## config.mk

```make
export PLATFORM = sky130hd
export DESIGN_NAME = wb_spi_slave
export DESIGN_NICKNAME = d
export VERILOG_FILES = /design/src/rtl/wb_spi_slave.sv
export SDC_FILE = /design/constraint.sdc
export NUM_CORES = 1
export LEC_CHECK = 0
export CAP_MARGIN = 20
export CORE_ASPECT_RATIO = 0.8
export CORE_MARGIN = 4
export CORE_UTILIZATION = 40
export DETAILED_ROUTE_END_ITERATION = 8
export DONT_BUFFER_PORTS = 1
export PLACE_DENSITY = 0.55
export SLEW_MARGIN = 20
export SYNTH_ARGS = -nofsm -noshare
export SYNTH_HDL_FRONTEND = slang
export SYNTH_SLANG_ARGS = --single-unit
```

## constraint.sdc

```tcl
create_clock -name clk -period 1.8 [get_ports clk]
set_input_delay 0.36 -clock clk [delete_from_list [all_inputs] [get_ports clk]]
set_output_delay 0.36 -clock clk [all_outputs]
set_load 0.02 [all_outputs]
```

## src/rtl/wb_spi_slave.sv

```systemverilog
// wb_spi_slave: Wishbone-mapped SPI responder (mode 0, 8-bit, MSB first).
// An external master shifts bytes in and out; the CPU reads received bytes
// and queues reply bytes through RXDATA/TXDATA/STATUS/CTRL word registers.
// All SPI inputs are resynchronised into clk; the transfer engine is a small
// IDLE/LOAD/SHIFT/DONE state machine driven by detected SCK/SS_n edges.

module wb_spi_slave #(
    parameter int         sync_stages = 2,
    parameter logic [7:0] idle_byte   = 8'h00
) (
    input  logic        clk,
    input  logic        reset,
    input  logic [31:0] wb_adr_i,
    input  logic [31:0] wb_dat_i,
    output logic [31:0] wb_dat_o,
    input  logic [3:0]  wb_sel_i,
    input  logic        wb_stb_i,
    input  logic        wb_cyc_i,
    input  logic        wb_we_i,
    output logic        wb_ack_o,
    output logic        intr,
    input  logic        spi_sck_i,
    input  logic        spi_ss_n_i,
    input  logic        spi_mosi_i,
    output logic        spi_miso_o,
    output logic        spi_miso_oe
);

    typedef enum logic [1:0] {
        ST_IDLE  = 2'd0,
        ST_LOAD  = 2'd1,
        ST_SHIFT = 2'd2,
        ST_DONE  = 2'd3
    } state_t;

    // ------------------------------------------------------------------
    // Input synchronisers and edge detection
    // ------------------------------------------------------------------
    logic [sync_stages-1:0] sck_sync_r;
    logic [sync_stages-1:0] ss_sync_r;
    logic [sync_stages-1:0] mosi_sync_r;
    logic                   sck_prev_r;
    logic                   ss_prev_r;

    logic sck_s;
    logic ss_s;
    logic ss_nx_s;
    logic mosi_s;
    logic sck_rise_s;
    logic sck_fall_s;
    logic ss_fall_s;

    assign sck_s      = sck_sync_r[sync_stages-1];
    assign ss_s       = ss_sync_r[sync_stages-1];
    // Value the synchronised SS_n will take after the next edge; lets the
    // registered outputs track "selected" without an extra cycle of lag.
    assign ss_nx_s    = ss_sync_r[sync_stages-2];
    assign mosi_s     = mosi_sync_r[sync_stages-1];
    assign sck_rise_s = sck_s & ~sck_prev_r;
    assign sck_fall_s = ~sck_s & sck_prev_r;
    assign ss_fall_s  = ~ss_s & ss_prev_r;

    // Shift the asynchronous SPI pins through the synchroniser chains.
    always_ff @(posedge clk) begin
        if (reset) begin
            sck_sync_r  <= {sync_stages{1'b0}};
            ss_sync_r   <= {sync_stages{1'b1}};
            mosi_sync_r <= {sync_stages{1'b0}};
            sck_prev_r  <= 1'b0;
            ss_prev_r   <= 1'b1;
        end else begin
            sck_sync_r  <= {sck_sync_r[sync_stages-2:0], spi_sck_i};
            ss_sync_r   <= {ss_sync_r[sync_stages-2:0], spi_ss_n_i};
            mosi_sync_r <= {mosi_sync_r[sync_stages-2:0], spi_mosi_i};
            sck_prev_r  <= sck_s;
            ss_prev_r   <= ss_s;
        end
    end

    // ------------------------------------------------------------------
    // Register state
    // ------------------------------------------------------------------
    state_t      state_r;
    state_t      state_nx;
    logic [3:0]  bitcnt_r;
    logic [7:0]  rx_shift_r;
    logic [7:0]  tx_shift_r;
    logic [7:0]  rx_data_r;
    logic [7:0]  tx_buf_r;
    logic        rx_avail_r;
    logic        tx_empty_r;
    logic        overrun_r;
    logic        underrun_r;
    logic        en_r;
    logic        rx_ie_r;
    logic        tx_ie_r;
    logic        ack_r;
    logic [31:0] dat_o_r;
    logic        intr_r;
    logic        miso_oe_r;

    // ------------------------------------------------------------------
    // Wishbone decode: the request is seen with ack low, side effects
    // happen on the cycle ack is high.
    // ------------------------------------------------------------------
    logic        acc_s;
    logic        eff_s;
    logic        rd_rx_s;
    logic        wr_tx_s;
    logic        wr_stat_s;
    logic        wr_ctrl_s;
    logic [31:0] rdata_s;
    logic        unused_s;

    assign acc_s     = wb_stb_i & wb_cyc_i & ~ack_r;
    assign eff_s     = wb_stb_i & wb_cyc_i & ack_r;
    assign rd_rx_s   = eff_s & ~wb_we_i & (wb_adr_i[3:2] == 2'd0);
    assign wr_tx_s   = eff_s &  wb_we_i & (wb_adr_i[3:2] == 2'd1);
    assign wr_stat_s = eff_s &  wb_we_i & (wb_adr_i[3:2] == 2'd2);
    assign wr_ctrl_s = eff_s &  wb_we_i & (wb_adr_i[3:2] == 2'd3);
    assign unused_s  = ^{wb_sel_i, wb_adr_i[31:4], wb_adr_i[1:0], wb_dat_i[31:8]};

    // Select the read data for the addressed register.
    always_comb begin
        rdata_s = 32'h0000_0000;
        case (wb_adr_i[3:2])
            2'd0:    rdata_s = {24'h00_0000, rx_data_r};
            2'd1:    rdata_s = 32'h0000_0000;
            2'd2:    rdata_s = {27'd0, ~ss_s, underrun_r, overrun_r, tx_empty_r, rx_avail_r};
            2'd3:    rdata_s = {29'd0, tx_ie_r, rx_ie_r, en_r};
            default: rdata_s = 32'h0000_0000;
        endcase
    end

    // ------------------------------------------------------------------
    // Transfer FSM
    // ------------------------------------------------------------------
    logic active_s;
    assign active_s = en_r & ~ss_s;

    // FSM state register.
    always_ff @(posedge clk) begin
        if (reset) begin
            state_r <= ST_IDLE;
        end else begin
            state_r <= state_nx;
        end
    end

    // FSM next-state logic; deselect or disable always returns to IDLE.
    always_comb begin
        state_nx = state_r;
        if (!active_s) begin
            state_nx = ST_IDLE;
        end else begin
            case (state_r)
                ST_IDLE: begin
                    if (ss_fall_s) begin
                        state_nx = ST_LOAD;
                    end else begin
                        state_nx = ST_IDLE;
                    end
                end
                ST_LOAD:  state_nx = ST_SHIFT;
                ST_SHIFT: begin
                    if (sck_rise_s && (bitcnt_r == 4'd7)) begin
                        state_nx = ST_DONE;
                    end else begin
                        state_nx = ST_SHIFT;
                    end
                end
                ST_DONE:  state_nx = ST_SHIFT;
                default:  state_nx = ST_IDLE;
            endcase
        end
    end

    logic load_s;
    logic capture_s;
    logic shift_in_s;
    logic shift_out_s;
    logic clr_cnt_s;

    // FSM action decode: which datapath operations fire this cycle.
    always_comb begin
        load_s      = 1'b0;
        capture_s   = 1'b0;
        shift_in_s  = 1'b0;
        shift_out_s = 1'b0;
        clr_cnt_s   = 1'b0;
        if (!active_s) begin
            clr_cnt_s = 1'b1;
        end else begin
            case (state_r)
                ST_IDLE:  clr_cnt_s = 1'b1;
                ST_LOAD:  load_s    = 1'b1;
                ST_SHIFT: begin
                    shift_in_s  = sck_rise_s;
                    shift_out_s = sck_fall_s & (bitcnt_r != 4'd0);
                end
                ST_DONE: begin
                    capture_s = 1'b1;
                    load_s    = 1'b1;
                end
                default:  clr_cnt_s = 1'b1;
            endcase
        end
    end

    // ------------------------------------------------------------------
    // Flag and control next-state values
    // ------------------------------------------------------------------
    logic rx_avail_nx;
    logic tx_empty_nx;
    logic overrun_nx;
    logic underrun_nx;
    logic en_nx;
    logic rx_ie_nx;
    logic tx_ie_nx;
    logic intr_nx;

    // Compute next flag/control values; hardware events win over CPU clears.
    always_comb begin
        rx_avail_nx = rx_avail_r;
        tx_empty_nx = tx_empty_r;
        overrun_nx  = overrun_r;
        underrun_nx = underrun_r;
        en_nx       = en_r;
        rx_ie_nx    = rx_ie_r;
        tx_ie_nx    = tx_ie_r;

        if (capture_s) begin
            rx_avail_nx = 1'b1;
        end else if (rd_rx_s) begin
            rx_avail_nx = 1'b0;
        end else begin
            rx_avail_nx = rx_avail_r;
        end

        // A read landing on the capture cycle consumed the old byte, so the
        // new one is not an overrun.
        if (capture_s && rx_avail_r && !rd_rx_s) begin
            overrun_nx = 1'b1;
        end else if (wr_stat_s && wb_dat_i[2]) begin
            overrun_nx = 1'b0;
        end else begin
            overrun_nx = overrun_r;
        end

        if (load_s) begin
            tx_empty_nx = 1'b1;
        end else if (wr_tx_s) begin
            tx_empty_nx = 1'b0;
        end else begin
            tx_empty_nx = tx_empty_r;
        end

        if (load_s && tx_empty_r && !wr_tx_s) begin
            underrun_nx = 1'b1;
        end else if (wr_stat_s && wb_dat_i[3]) begin
            underrun_nx = 1'b0;
        end else begin
            underrun_nx = underrun_r;
        end

        if (wr_ctrl_s) begin
            en_nx    = wb_dat_i[0];
            rx_ie_nx = wb_dat_i[1];
            tx_ie_nx = wb_dat_i[2];
        end else begin
            en_nx    = en_r;
            rx_ie_nx = rx_ie_r;
            tx_ie_nx = tx_ie_r;
        end

        intr_nx = (rx_ie_nx & rx_avail_nx) | (tx_ie_nx & tx_empty_nx & ~ss_nx_s);
    end

    // Flags, control bits and registered outputs.
    always_ff @(posedge clk) begin
        if (reset) begin
            rx_avail_r <= 1'b0;
            tx_empty_r <= 1'b1;
            overrun_r  <= 1'b0;
            underrun_r <= 1'b0;
            en_r       <= 1'b0;
            rx_ie_r    <= 1'b0;
            tx_ie_r    <= 1'b0;
            intr_r     <= 1'b0;
            miso_oe_r  <= 1'b0;
            ack_r      <= 1'b0;
            dat_o_r    <= 32'h0000_0000;
        end else begin
            rx_avail_r <= rx_avail_nx;
            tx_empty_r <= tx_empty_nx;
            overrun_r  <= overrun_nx;
            underrun_r <= underrun_nx;
            en_r       <= en_nx;
            rx_ie_r    <= rx_ie_nx;
            tx_ie_r    <= tx_ie_nx;
            intr_r     <= intr_nx;
            miso_oe_r  <= ~ss_nx_s & en_nx;
            ack_r      <= acc_s;
            if (acc_s && !wb_we_i) begin
                dat_o_r <= rdata_s;
            end else begin
                dat_o_r <= 32'h0000_0000;
            end
        end
    end

    // Shift datapath: bit counter, receive/transmit shifters, data buffers.
    always_ff @(posedge clk) begin
        if (reset) begin
            bitcnt_r   <= 4'd0;
            rx_shift_r <= 8'h00;
            tx_shift_r <= 8'h00;
            rx_data_r  <= 8'h00;
            tx_buf_r   <= 8'h00;
        end else begin
            if (clr_cnt_s || load_s) begin
                bitcnt_r <= 4'd0;
            end else if (shift_in_s) begin
                bitcnt_r <= bitcnt_r + 4'd1;
            end else begin
                bitcnt_r <= bitcnt_r;
            end

            if (shift_in_s) begin
                rx_shift_r <= {rx_shift_r[6:0], mosi_s};
            end else begin
                rx_shift_r <= rx_shift_r;
            end

            if (capture_s) begin
                rx_data_r <= rx_shift_r;
            end else begin
                rx_data_r <= rx_data_r;
            end

            // A TXDATA write on the load cycle goes straight to the shifter.
            if (load_s) begin
                if (wr_tx_s) begin
                    tx_shift_r <= wb_dat_i[7:0];
                end else if (tx_empty_r) begin
                    tx_shift_r <= idle_byte;
                end else begin
                    tx_shift_r <= tx_buf_r;
                end
            end else if (shift_out_s) begin
                tx_shift_r <= {tx_shift_r[6:0], 1'b0};
            end else begin
                tx_shift_r <= tx_shift_r;
            end

            if (wr_tx_s) begin
                tx_buf_r <= wb_dat_i[7:0];
            end else begin
                tx_buf_r <= tx_buf_r;
            end
        end
    end

    assign wb_ack_o    = ack_r;
    assign wb_dat_o    = dat_o_r;
    assign intr        = intr_r;
    assign spi_miso_o  = tx_shift_r[7];
    assign spi_miso_oe = miso_oe_r;

endmodule

```

; Yosys cells after proc, flatten, opt, wreduce, memory -nomap -nowiden
; Index checks and enable logic that the tools add are counted.
[word_totals]
input_bits = 76
wordCells = 108
ff_bits = 88
[classes]
eq_ne = 7
reduce_logical = 22
n_mux = 29
n_bitwise = 27
add_sub_neg = 1
[op_table]
columns = op, n
row1 = one-hot mux 32 bit (4 select lines), 1
row2 = two-way mux 8 bit, 4
row3 = two-way mux 1 bit, 23
row4 = bitwise AND 1 bit, 18
row5 = "equality test 2 bit, second input constant", 4
row6 = logical AND 1 bit, 8
row7 = NOT 1 bit, 8
row8 = OR reduction 2 bit, 4
row9 = one-hot mux 2 bit (3 select lines), 1
row10 = nonzero test 2 bit, 3
row11 = "adder 4 x 1 -> 4 bit, second input constant", 1
row12 = "equality test 2 x 1 -> 1 bit, second input constant", 2
row13 = "equality test 4 x 3 -> 1 bit, second input constant", 1
row14 = logical NOT 2 bit, 2
row15 = nonzero test 4 bit, 1
row16 = logical NOT 1 bit, 3
row17 = logical OR 1 bit, 1
row18 = OR 1 bit, 1

; Logic depth before layout (Yosys ltp)
[depth]
depth_word = 9
mapped_depth = 7

; Worst setup path after synthesis
; No wires, ideal clock.
[synth_timing]
path_kind = reg-to-reg
start = reg ack_r, in the netlist wb_ack_o
end = reg tx_shift_r[6]
stages_incl_launch_ff = 8
slack_ps = 219
period_less_slack_ps = 1581
setup_time_ps = 123
arrival_time_ps = 1458
path_cell_list = dfxtp_1 > and4_4 > buf_6 > and3_4 > buf_6 > buf_6 > a221oi_1 > o2bb2ai_1
[synth_via]
elab_chain_len = 5
[synth_lines]
columns = element, line_no
row1 = start: declaration, 97  ; logic ack_r;
row2 = start signal: assignment, 303  ; ack_r <= acc_s;
row3 = bitwise AND 1 bit, 116  ; assign eff_s = wb_stb_i & wb_cyc_i & ack_r;
row4 = bitwise AND 1 bit (2 in series), 118  ; assign wr_tx_s = eff_s & wb_we_i & (wb_adr_i[3:2] == 2'd1);
row5 = two-way mux 8 bit, 343  ; if (wr_tx_s) begin
row6 = two-way mux 8 bit, 342  ; if (load_s) begin
row7 = end signal: assignment, 344  ; tx_shift_r <= wb_dat_i[7:0];
row8 = end signal: assignment, 346  ; tx_shift_r <= idle_byte;
row9 = end signal: assignment, 348  ; tx_shift_r <= tx_buf_r;
row10 = end: declaration, 87  ; logic [7:0] tx_shift_r;
; No other way between the ends.
; A chain may end at the register's enable or synchronous reset.

; Final worst setup path
[layout_timing]
start = reg bitcnt_r[0]
end = reg tx_shift_r[0]
[layout_via]
elab_chain_len = 5
[layout_lines]
columns = element, line_no
row1 = start: declaration, 85  ; logic [3:0] bitcnt_r;
row2 = start signal: assignment, 324  ; bitcnt_r <= bitcnt_r + 4'd1;
row3 = start signal: assignment, 326  ; bitcnt_r <= bitcnt_r;
row4 = nonzero test 4 bit, 199  ; shift_out_s = sck_fall_s & (bitcnt_r != 4'd0);
row5 = bitwise AND 1 bit, 199
row6 = two-way mux 1 bit, 194  ; case (state_r)
row7 = two-way mux 1 bit, 191  ; if (!active_s) begin
row8 = nonzero test 2 bit (no source line), n/a
; No other way between the ends.

==> qor_table.md <==
| Quantity | Reported | Unit |
| --- | --- | --- |
| Result of the run | finished clean | - |
| Via total after detailed routing | 1901 | - |
| Startpoint Class | flip-flop | - |
| Layout fillers | 644 | - |
| GR Layer Usage met3 | 5.43 | % |
| Pwr/cell area | 937 | nW/um^2 |
| Count of endpoints failing hold in the final timing report | 0 | - |
| Kind of critical path | flip-flop to flip-flop | - |
| Adder-cell share of the synthesized area | 0.929 | % |
| Top achievable clock speed | 601 | MHz |
| Number of antenna violations at the first check in global routing | 0 | - |
| Logic gate share of total power | 2.9 | % |
| Width of the die | 99.8 | microns |
| Synth async-reset ratio | 0 | % |
| Sum of internal, switching and leakage power | 2.70 | mW |
| Final worst path period share | 92.5 | % |
| Diodes inserted | 0 | - |
| Relative slew slack | 51.3 | % |
| Synth Warn # | 0 | - |
| Fraction of layout instances using a drive strength above 1 | 9.70 | % |
| Global routing usage on met1 | 18.5 | % |
| Power Internal | 2.13 | mW |
| Vias per std cell | 4.96 | - |
| Number of maximum-capacitance constraint violations | 0 | - |
| Net switching share of the total power | 21.1 | % |
| Maximum VDD drop | 0.606 | mV |
| Type of destination of the critical path | flip-flop | - |
| Post-synth EDFFs | 0 | - |
| Transition at the pin with the smallest max-transition slack | 728 | ps |
| Count of routing violations after the opening detailed-route iteration | 85 | - |
| RePlAce Congestion | 0.763 | - |
| Critical Path AT | 1940 | ps |
| Portion of netlist area occupied by mux cells | 5.20 | % |
| Post-synthesis share of cell area spent on and, or, nand and nor gates | 19.5 | % |
| Sequential Power Share | 52.9 | % |
| Post-synthesis cell area | 2700 | sq um |
| Parity-gate share of the synthesized area counting xor and xnor cells | 0.975 | % |
| Number of nets in the layout | 372 | - |
| Post-synth cell types | 49 | - |
| Ranking of synthesized cells by area | dfxtp_1, buf_4, mux2i_1 | - |
| Total of flip-flops plus latches after synthesis | 64 | - |
| Quantity of gates resized following cts | 0 | - |
| Synthesized-area fraction occupied by ao, oa, aoi and oai cells | 15.4 | % |
| Maximum number of pins on one net before global-route repair | 45 | - |
| CP Data Required Time | 2080 | ps |
| TritonCTS clock tree | yes | - |
| Router iterations before antenna repair | 5 | - |
| Routed Wire Length | 5300 | microns |
| Number of sinks handled by clock tree synthesis | 64 | - |
| WL per Instance | 13.8 | microns |
| Share of the synthesized area in the top cell type | 47.5 | % |
| Clock Power Share | 44.2 | % |
| Fraction of the yosys area taken by sequential cells | 47.5 | % |
| Overall fraction of global-route tracks in use | 13.9 | % |
| Count of final max-slew check failures | 0 | - |
| Dominant combinational cell family by area after synthesis | simple AND/OR/NAND/NOR gates | - |
| Hold/Removal Path Class | input port to flip-flop | - |
| Cell taking the most area after synthesis | dfxtp_1 | - |
| Worst skew pair latency | 330 | ps |
| Worst-case reg-to-reg path depth | 6 | - |
| Most instantiated flip-flop cell in the synthesis netlist | dfxtp_1 | - |
| Clock transition at the registers of the reported paths | 70 | ps |
| Starting density of the core | 41.6 | % |
| Layout-stage area growth over the synthesis result | 7.06 | % |
| Commonest non-fill, non-tap cells in the layout | dfxtp_1, nand2_1, nor2_1, conb_1, a21oi_1 | - |
| Floorplan core area | 6470 | sq um |
| Number of global-route vias before repair | 1793 | - |
| Clock tree buffer depth | 2 | - |
| Quantity of I/O buffers inserted on ports | 0 | - |
| Total congestion overflow | 0 | - |
| Half-perimeter wire length of the detailed placement result | 3760 | microns |
| Unrepaired setup endpoints after global routing | no | - |
| Die area | 8120 | sq um |
| Total net switching power | 571 | uW |
| Setup TNS | 0 | ps |
| Count of standard-cell rows | 26 | - |
| Hold path depth | 1 | - |
| Post-CTS setup buffer count | 0 | - |
| Number of buffers created by CTS | 9 | - |
| Minimum clock period after layout | 1660 | ps |
| Htree depth | 3 | - |
| Commonest non-fill, non-tap cell in the layout | dfxtp_1 | - |
| Die span in y | 81.4 | microns |
| Global-route wire length before repair | 8730 | microns |
| Setup Viol. Count Final | 0 | - |
| Clock skew | 7.54 | ps |
| Met2 Resource Use GR | 20.8 | % |
| Critical-path maximum fanout | 8 | - |
| Post-CTS Hold Fix Bufs | 0 | - |
| P_leak | 1.18 | nW |
| Remaining DRCs | 0 | - |
| Average cell area after synthesis | 9.26 | sq um |
| Io pins | 112 | - |
| Top Usage Layer GRT | met2 | - |
| Library cell used as clock root buffer | clkbuf_8 | - |
| Detail Route Antenna Nets | 0 | - |
| Number of instances in the synthesized netlist | 291 | - |
## sequential cells by signal (all words and copies together), names as in the netlist, 2 cells and up
name,count
bitcnt_r,4
mosi_sync_r,2
rx_data_r,8
rx_shift_r,8
sck_sync_r,2
ss_sync_r,2
state_r,2
tx_buf_r,8
tx_shift_r,8
wb_dat_o,8
## Yosys cell counts, types with 2 or more instances
library cell	n
o21a_1	3
nor2_1	26
nor3b_1	2
buf_6	3
o2bb2ai_1	7
a21oi_1	21
and2_1	5
o21ai_0	2
nand4b_1	2
dfxtp_1	64
clkbuf_1	4
mux2i_1	14
nand2_1	37
a221oi_1	7
buf_1	2
xor2_1	2
or2_2	3
nand3_1	6
nor3_1	4
or4_1	2
buf_4	24
nand2b_1	3
ha_1	2
a22o_1	2
buf_2	5
inv_1	5
nor2b_1	6
o21bai_1	7
## final cells by class
| cell class | count | area (sq um) | area share, % |
|---|---|---|---|
| Clock buffer | 15 | 196 | 6.81 |
| Sequential cell | 64 | 1280 | 44.4 |
| Multi-Input combinational cell | 207 | 1220 | 42.4 |
| Inverter | 5 | 18.8 | 0.650 |
| Timing Repair Buffer | 7 | 52.6 | 1.82 |
| Clock inverter | 1 | 7.51 | 0.260 |
| Tap cell | 84 | 105 | 3.64 |
## final timing paths
kind                      from       endpoint  slack (ps)
setup / recovery   bitcnt_r[0]  tx_shift_r[0]         140
hold reg to reg   ss_sync_r[0]    spi_miso_oe         420
hold / removal           reset  sck_sync_r[1]         100
setup reg to reg   bitcnt_r[0]  tx_shift_r[0]         140
## kinds of logic (layout without fill, tap and decap cells)
| logic type | Yosys count | count (layout) |
|---|---|---|
| compound gates | 58 | 58 |
| xor+xnor | 3 | 3 |
| fa+ha+maj | 2 | 2 |
| buf+inv | 43 | 28 |
| flops | 64 | 64 |
| mux | 14 | 14 |
| other cells | 1 | 24 |
| simple gates | 106 | 106 |
## worst max-delay path: stages (launching register included)
cell and delay, ps:
dfxtp_1 330, inv_1 90, ha_1 150, or4b_4 470, o21a_1 150, a21oi_4 260
a22o_1 170
## metal layers
layer | vias up | share of wire [%]
met5 | - | 0
met4 | 0 | 0.66
met3 | 4 | 5.6
met2 | 46 | 45
met1 | 889 | 49
li1 | 962 | -
## power by group through the flow
stage,Clock (mW),Combinational (mW),Sequential (mW)
2_1_floorplan,0,0.128,1.46
3_3_place_gp,0,0.0758,1.46
3_5_place_dp,0,0.0761,1.46
4_1_cts,1.24,0.0762,1.43
5_1_grt,1.30,0.0842,1.43
6_report,1.20,0.0773,1.43
## through the flow
step | util (%) | hold WS [ps] | setup WS, ps | area (sq um) | instances
after detailed placement | 41.4 | 414 | 115 | 2680 | 367
after CTS | 44.5 | 72.2 | 100 | 2880 | 383
after global routing | 44.6 | 68.9 | 17.8 | 2890 | 383
after global placement | 41.4 | 424 | 125 | 2680 | 367
after floorplan | - | 384 | 219 | 2780 | 314
final | 44.6 | 96.1 | 136 | 2890 | 383
Power figures use the tool's default switching activity.
